### config.mk
export PLATFORM = sky130hd
export DESIGN_NAME = incrementor
export DESIGN_NICKNAME = d
export VERILOG_FILES = /design/src/rtl/incrementor_pkg.sv /design/src/rtl/incr_adder.sv /design/src/rtl/incrementor.sv
export SDC_FILE = /design/constraint.sdc
export NUM_CORES = 1
export LEC_CHECK = 0
export BUFFER_PORTS_ARGS = -buffer_cell sky130_fd_sc_hd__buf_2
export CORE_MARGIN = 5
export CORE_UTILIZATION = 30
export CTS_CLUSTER_SIZE = 14
export DETAILED_ROUTE_END_ITERATION = 8
export PLACE_DENSITY = 0.62
export SLEW_MARGIN = 5
export SYNTH_ARGS = -nofsm -noshare
export SYNTH_HDL_FRONTEND = slang
export SYNTH_HIERARCHICAL = 1
export SYNTH_SLANG_ARGS = --single-unit
### constraint.sdc
create_clock -name clk -period 6.3 [get_ports clk]
set_input_delay 0.315 -clock clk [delete_from_list [all_inputs] [get_ports clk]]
set_output_delay 0.315 -clock clk [all_outputs]
set_load 0.01 [all_outputs]
### src/rtl/incrementor_pkg.sv
// Shared widths and address/step types for the DMA address incrementor.
package incrementor_pkg;

  localparam int unsigned ADDR_W    = 32;
  localparam int unsigned STEP_W    = 16;
  localparam int unsigned PAGE_BITS = 12;

  typedef logic [ADDR_W-1:0] addr_t;
  typedef logic [STEP_W-1:0] step_t;

endpackage

### src/rtl/incr_adder.sv
// Combinational ADDR_W+1-bit adder: address plus zero-extended step.
// Kept separate so a carry-select variant can be dropped in.
module incr_adder
  import incrementor_pkg::*;
#(
  parameter int unsigned ADDR_W = incrementor_pkg::ADDR_W,
  parameter int unsigned STEP_W = incrementor_pkg::STEP_W
) (
  input  logic [ADDR_W-1:0] address,
  input  logic [STEP_W-1:0] step,
  output logic [ADDR_W-1:0] sum,
  output logic              carry
);

  logic [ADDR_W:0] wide_sum;

  always_comb begin
    wide_sum = {1'b0, address} + {{(ADDR_W + 1 - STEP_W){1'b0}}, step};
    sum      = wide_sum[ADDR_W-1:0];
    carry    = wide_sum[ADDR_W];
  end

endmodule

### src/rtl/incrementor.sv
// Registered address incrementor: one-cycle latency, reports address-space
// wrap and page crossing so burst logic can split transfers.
module incrementor
  import incrementor_pkg::*;
#(
  parameter int unsigned ADDR_W    = incrementor_pkg::ADDR_W,
  parameter int unsigned STEP_W    = incrementor_pkg::STEP_W,
  parameter int unsigned PAGE_BITS = incrementor_pkg::PAGE_BITS
) (
  input  logic              clk,
  input  logic              rst,
  input  logic              in_valid,
  input  logic [ADDR_W-1:0] in_address,
  input  logic [STEP_W-1:0] in_step,
  output logic              out_valid,
  output logic [ADDR_W-1:0] out_address,
  output logic              out_wrap,
  output logic              out_page_cross
);

  logic [ADDR_W-1:0] sum;
  logic              carry;
  logic              page_cross;

  incr_adder #(
    .ADDR_W (ADDR_W),
    .STEP_W (STEP_W)
  ) u_adder (
    .address (in_address),
    .step    (in_step),
    .sum     (sum),
    .carry   (carry)
  );

  // A wrap always lands in a different page even if the page fields match.
  always_comb begin
    page_cross = (sum[ADDR_W-1:PAGE_BITS] != in_address[ADDR_W-1:PAGE_BITS]) | carry;
  end

  always_ff @(posedge clk) begin
    if (rst) begin
      out_valid      <= 1'b0;
      out_address    <= '0;
      out_wrap       <= 1'b0;
      out_page_cross <= 1'b0;
    end else if (in_valid) begin
      out_valid      <= 1'b1;
      out_address    <= sum;
      out_wrap       <= carry;
      out_page_cross <= page_cross;
    end else begin
      out_valid      <= 1'b0;
    end
  end

endmodule

Yosys cells after proc, flatten, opt, wreduce, memory -nomap -nowiden. Index checks and enable logic that the tools add are counted.

Bits of input ports: 51. Register bits after elaboration: 35.

Add/sub/neg operators: 1. Mux-type cells: 1. Eq/ne operators: 1. Bitwise logic cells: 1.

Operator list (count): $add 32x16->33 (1); $ne 20x20->1 (1); $mux 1 (1); $or 1x1->1 (1).

Depth between registers and ports, before layout.
Depth after elaboration: 3. Gate-level depth with buffers: 12. Depth with buffers taken out: 12.

Modules after synthesis. Netlist, hierarchy kept.

Modules (own cells, without submodules): incrementor (times used 1, seq. area each 700.7 um2, cells an instance 139, area an instance 1457.6 um2); incr_adder (times used 1, seq. area each 0.0 um2, cells an instance 165, area an instance 1255.0 um2).

Worst setup path after synthesis. No wires, ideal clock.

Kind: in2reg. Start: input in_address[0]. End: register out_page_cross. Setup time: 0.129 ns. Setup slack: 3.441 ns. Stages: 12. Buffers on the path: 0. Arrival: 2.730 ns. Cell sequence: ha_1 fa_1 a21o_1 a221o_1 a221oi_2 o21bai_1 a21oi_2 xnor2_1 xnor2_1 nand4_1 nor4_1 a211oi_1.

Longest elaborated chain between the ends: 3.

RTL lines: start, declared (RTL line incrementor.sv:13) `input logic [ADDR_W-1:0] in_address,`; $add 32x16->33 (RTL line incr_adder.sv:18) `wide_sum = {1'b0, address} + {{(ADDR_W + 1 - STEP_W){1'b0}}, step};`; via sum[14] (RTL line incrementor.sv:21) `logic [ADDR_W-1:0] sum;`; $ne 20x20->1 (RTL line incrementor.sv:37) `page_cross = (sum[ADDR_W-1:PAGE_BITS] != in_address[ADDR_W-1:PAGE_BITS]) | carry;`; $or 1x1->1 (RTL line incrementor.sv:37); end signal, assigned (RTL line incrementor.sv:50) `out_page_cross <= page_cross;`; end, declared (RTL line incrementor.sv:18) `output logic out_page_cross`.

The timed path passes the listed nets, and every way through them passes these cells. A chain may end at the register's enable or synchronous reset.

Final worst setup path. Ends and elaborated chain as after synthesis.

==> reports/qor.csv <==
metric,value,unit
outcome,completed,
netlist_area,2713,µm²
cts_htree_levels,2,
nets,451,
routed_wl,7172,µm
wire_per_inst,14.58,µm
initial_core_util,0.3095,
p_leak,0.001542,µW
p_per_area,194.7,nW/µm²
synthSimpleGateAreaFrac,0.1688,
seqPwrFrac,0.393,
synth_compound_area_frac,0.1697,
synth_top_family_by_area,compound AO/OA/AOI/OAI gates,
slew_headroom,0.2932,
placementRows,34,
synth_most_common_cell,nor2_1,
clockBufferDepth,2,
crit_path_end_kind,flip-flop,
fillCellCount,901,
antenna_cells,0,
core_area,8763,µm²
swShare,0.3429,
reg2reg_from,out_page_cross,
clock_latency,0.28,ns
ys_seq_area_frac,0.2583,
die_x,105.1,µm
grt_use_total,0.1313,
synthMuxAreaShare,0.1218,
io_pins,86,
worstSetupPathType,in2reg,
ys_types,46,
syn_inst,304,
hold_viol_final,0,
netlist_top_cells_count,"nor2_1, xnor2_1, dfxtp_1",
die_area,11040,µm²
holdWs,0.4133,ns
async_flop_share,0,
drc,0,
cts_buffers,5,
hold_class,in2reg,
dpl.hpwl,5700,µm
cap_violations,0,
gr-total-overflow,0,
worst_slew_pin_slew,1.060,ns
fmax,338.0,MHz
fin_crit,2.958,ns
ys_ff_latch,35,
multi_input_area,1889,µm²
routed_via_density,4.864,
ant_nets,0,
tns,0,ns
drtIter0Drc,105,
ir_worst_vdd,0.07453,mV
final.setup_skew,0,ns
area_delta_synth_final,20.39,%
cts_sinks,35,
postCtsSetupRepairBufs,0,
rsz0062_at_grt,false,
finalSetupViolations,0,
tritoncts,built,
cts_resized,0,
syn_avg_cell_area,8.923,µm²
power_frac_clock,0.255,
chipHeight,105.1,µm
synth-main-ff-cell,dfxtp_1,
grt_pass1_vias,2459,
yosysWarnings,6,
grt_max_degree,37,
internal_power,417.9,µW
holdBufCountCts,0,
critPathRequiredTime,6.45,ns
crit_path_start,in_address[0],
slew_violations,0,
min_period_over_period,0.4696,
synth_top_area_frac,0.2583,
synth_area_leaders,"dfxtp_1, mux2i_1, xnor2_1",
ctsRootBufferMaster,clkbuf_8,
drive_above_1_share,0.2708,
yosys.area_share.adder,0.08118,
synth_fp_nets,372,
worst-path-max-fanout,4,
power_frac_comb,0.352,
drt_pass1_iterations,4,
seq_area,700.7,µm²
cp.arrival,3.10,ns
power_switching,218.0,µW
grt_pass1_wl,11900,µm
synth_xor_area_frac,0.1550,
routabilityCongestion,0.8720,
start_kind,input port,
min-delay-start,in_step[0],
clkTransAtPathRegs,0.08,ns
io_buffers,85,
vias,2393,
antenna_found_initial,0,
yosys.area.top_type,dfxtp_1,
synth_edf_count,0,
worst paths after layout:
| check | cells after the start | slack, ns | to |
|---|---|---|---|
| max | 13 | 3.34 | out_page_cross |
| min | 4 | 0.41 | out_address[0] |
| max reg2reg | 2 | 5.63 | out_page_cross |
| min reg2reg | 2 | 0.49 | out_address[30] |
critical path: stages:
cell	delay, ns
buf_2	0.10
ha_1	0.22
fa_1	0.42
a21o_1	0.21
a221o_1	0.37
a221oi_2	0.35
o21bai_1	0.13
a21oi_2	0.16
xnor2_1	0.17
xnor2_1	0.16
nand4_1	0.11
nor4_1	0.28
a211oi_1	0.11
logic make-up after synthesis:
family                   after synthesis
multiplexers                          33
adder cells (fa/ha/maj)               17
buffers and inverters                 22
XOR/XNOR                              48
AND/OR/NAND/NOR                       91
flip-flops                            35
AO/OA/AOI/OAI                         58
area by class of cell:
class | count | area share
multi-input cells | 247 | 0.5785
flip-flops and latches | 35 | 0.2146
repair buffers | 85 | 0.1303
well taps | 108 | 0.04138
clock buffers | 7 | 0.02337
inverters | 9 | 0.01034
clock inverters | 1 | 0.001533
registers in the layout (all words and copies together), names as in the netlist:
register / count
out_address: 32
out_page_cross: 1
out_valid: 1
out_wrap: 1
power by group through the flow:
stage	Clock, µW	Sequential (µW)	Combinational (µW)
2_1_floorplan	0	263	147
3_3_place_gp	0	254	222
3_5_place_dp	0	255	224
4_1_cts	169	250	226
5_1_grt	178	252	248
6_report	162	250	224
routing by layer:
metal | vias to the layer above | GRT usage | wire, µm
met5 | - | 0 | 0
met4 | 0 | 0.02740 | 63
met3 | 7 | 0.04131 | 432
met2 | 51 | 0.2190 | 3386
met1 | 1100 | 0.1664 | 3289
li1 | 1235 | - | -
per-stage QoR:
stage,instance area [µm²],total power [µW],worst slack (ns),utilization,std cells
finish,3266,635.9,3.342,0.3726,492
floorplan,2713,410.2,3.441,-,304
CTS,3266,644.9,3.352,0.3726,492
detailed placement,3184,479.6,3.035,0.3634,484
global route,3266,678.8,3.190,0.3726,492
global placement,3184,476.6,3.159,0.3634,484
cells in the final DEF (no fill, tap or decap), types with 2 or more instances in the layout:
master	count
nor2b_1	2
nand4_1	6
a21o_1	13
clkbuf_1	2
mux2i_1	33
a211oi_1	8
dfxtp_1	35
and3_1	3
a21oi_2	3
nand2_1	15
xnor2_1	36
nor2_1	41
and4_1	3
inv_1	9
nor3_1	3
a21oi_1	15
buf_2	85
ha_1	16
xor2_1	12
nand3_1	10
clkbuf_8	5
o21bai_1	4
o21ai_1	2
No activity file was read; power rests on OpenSTA's default activity.
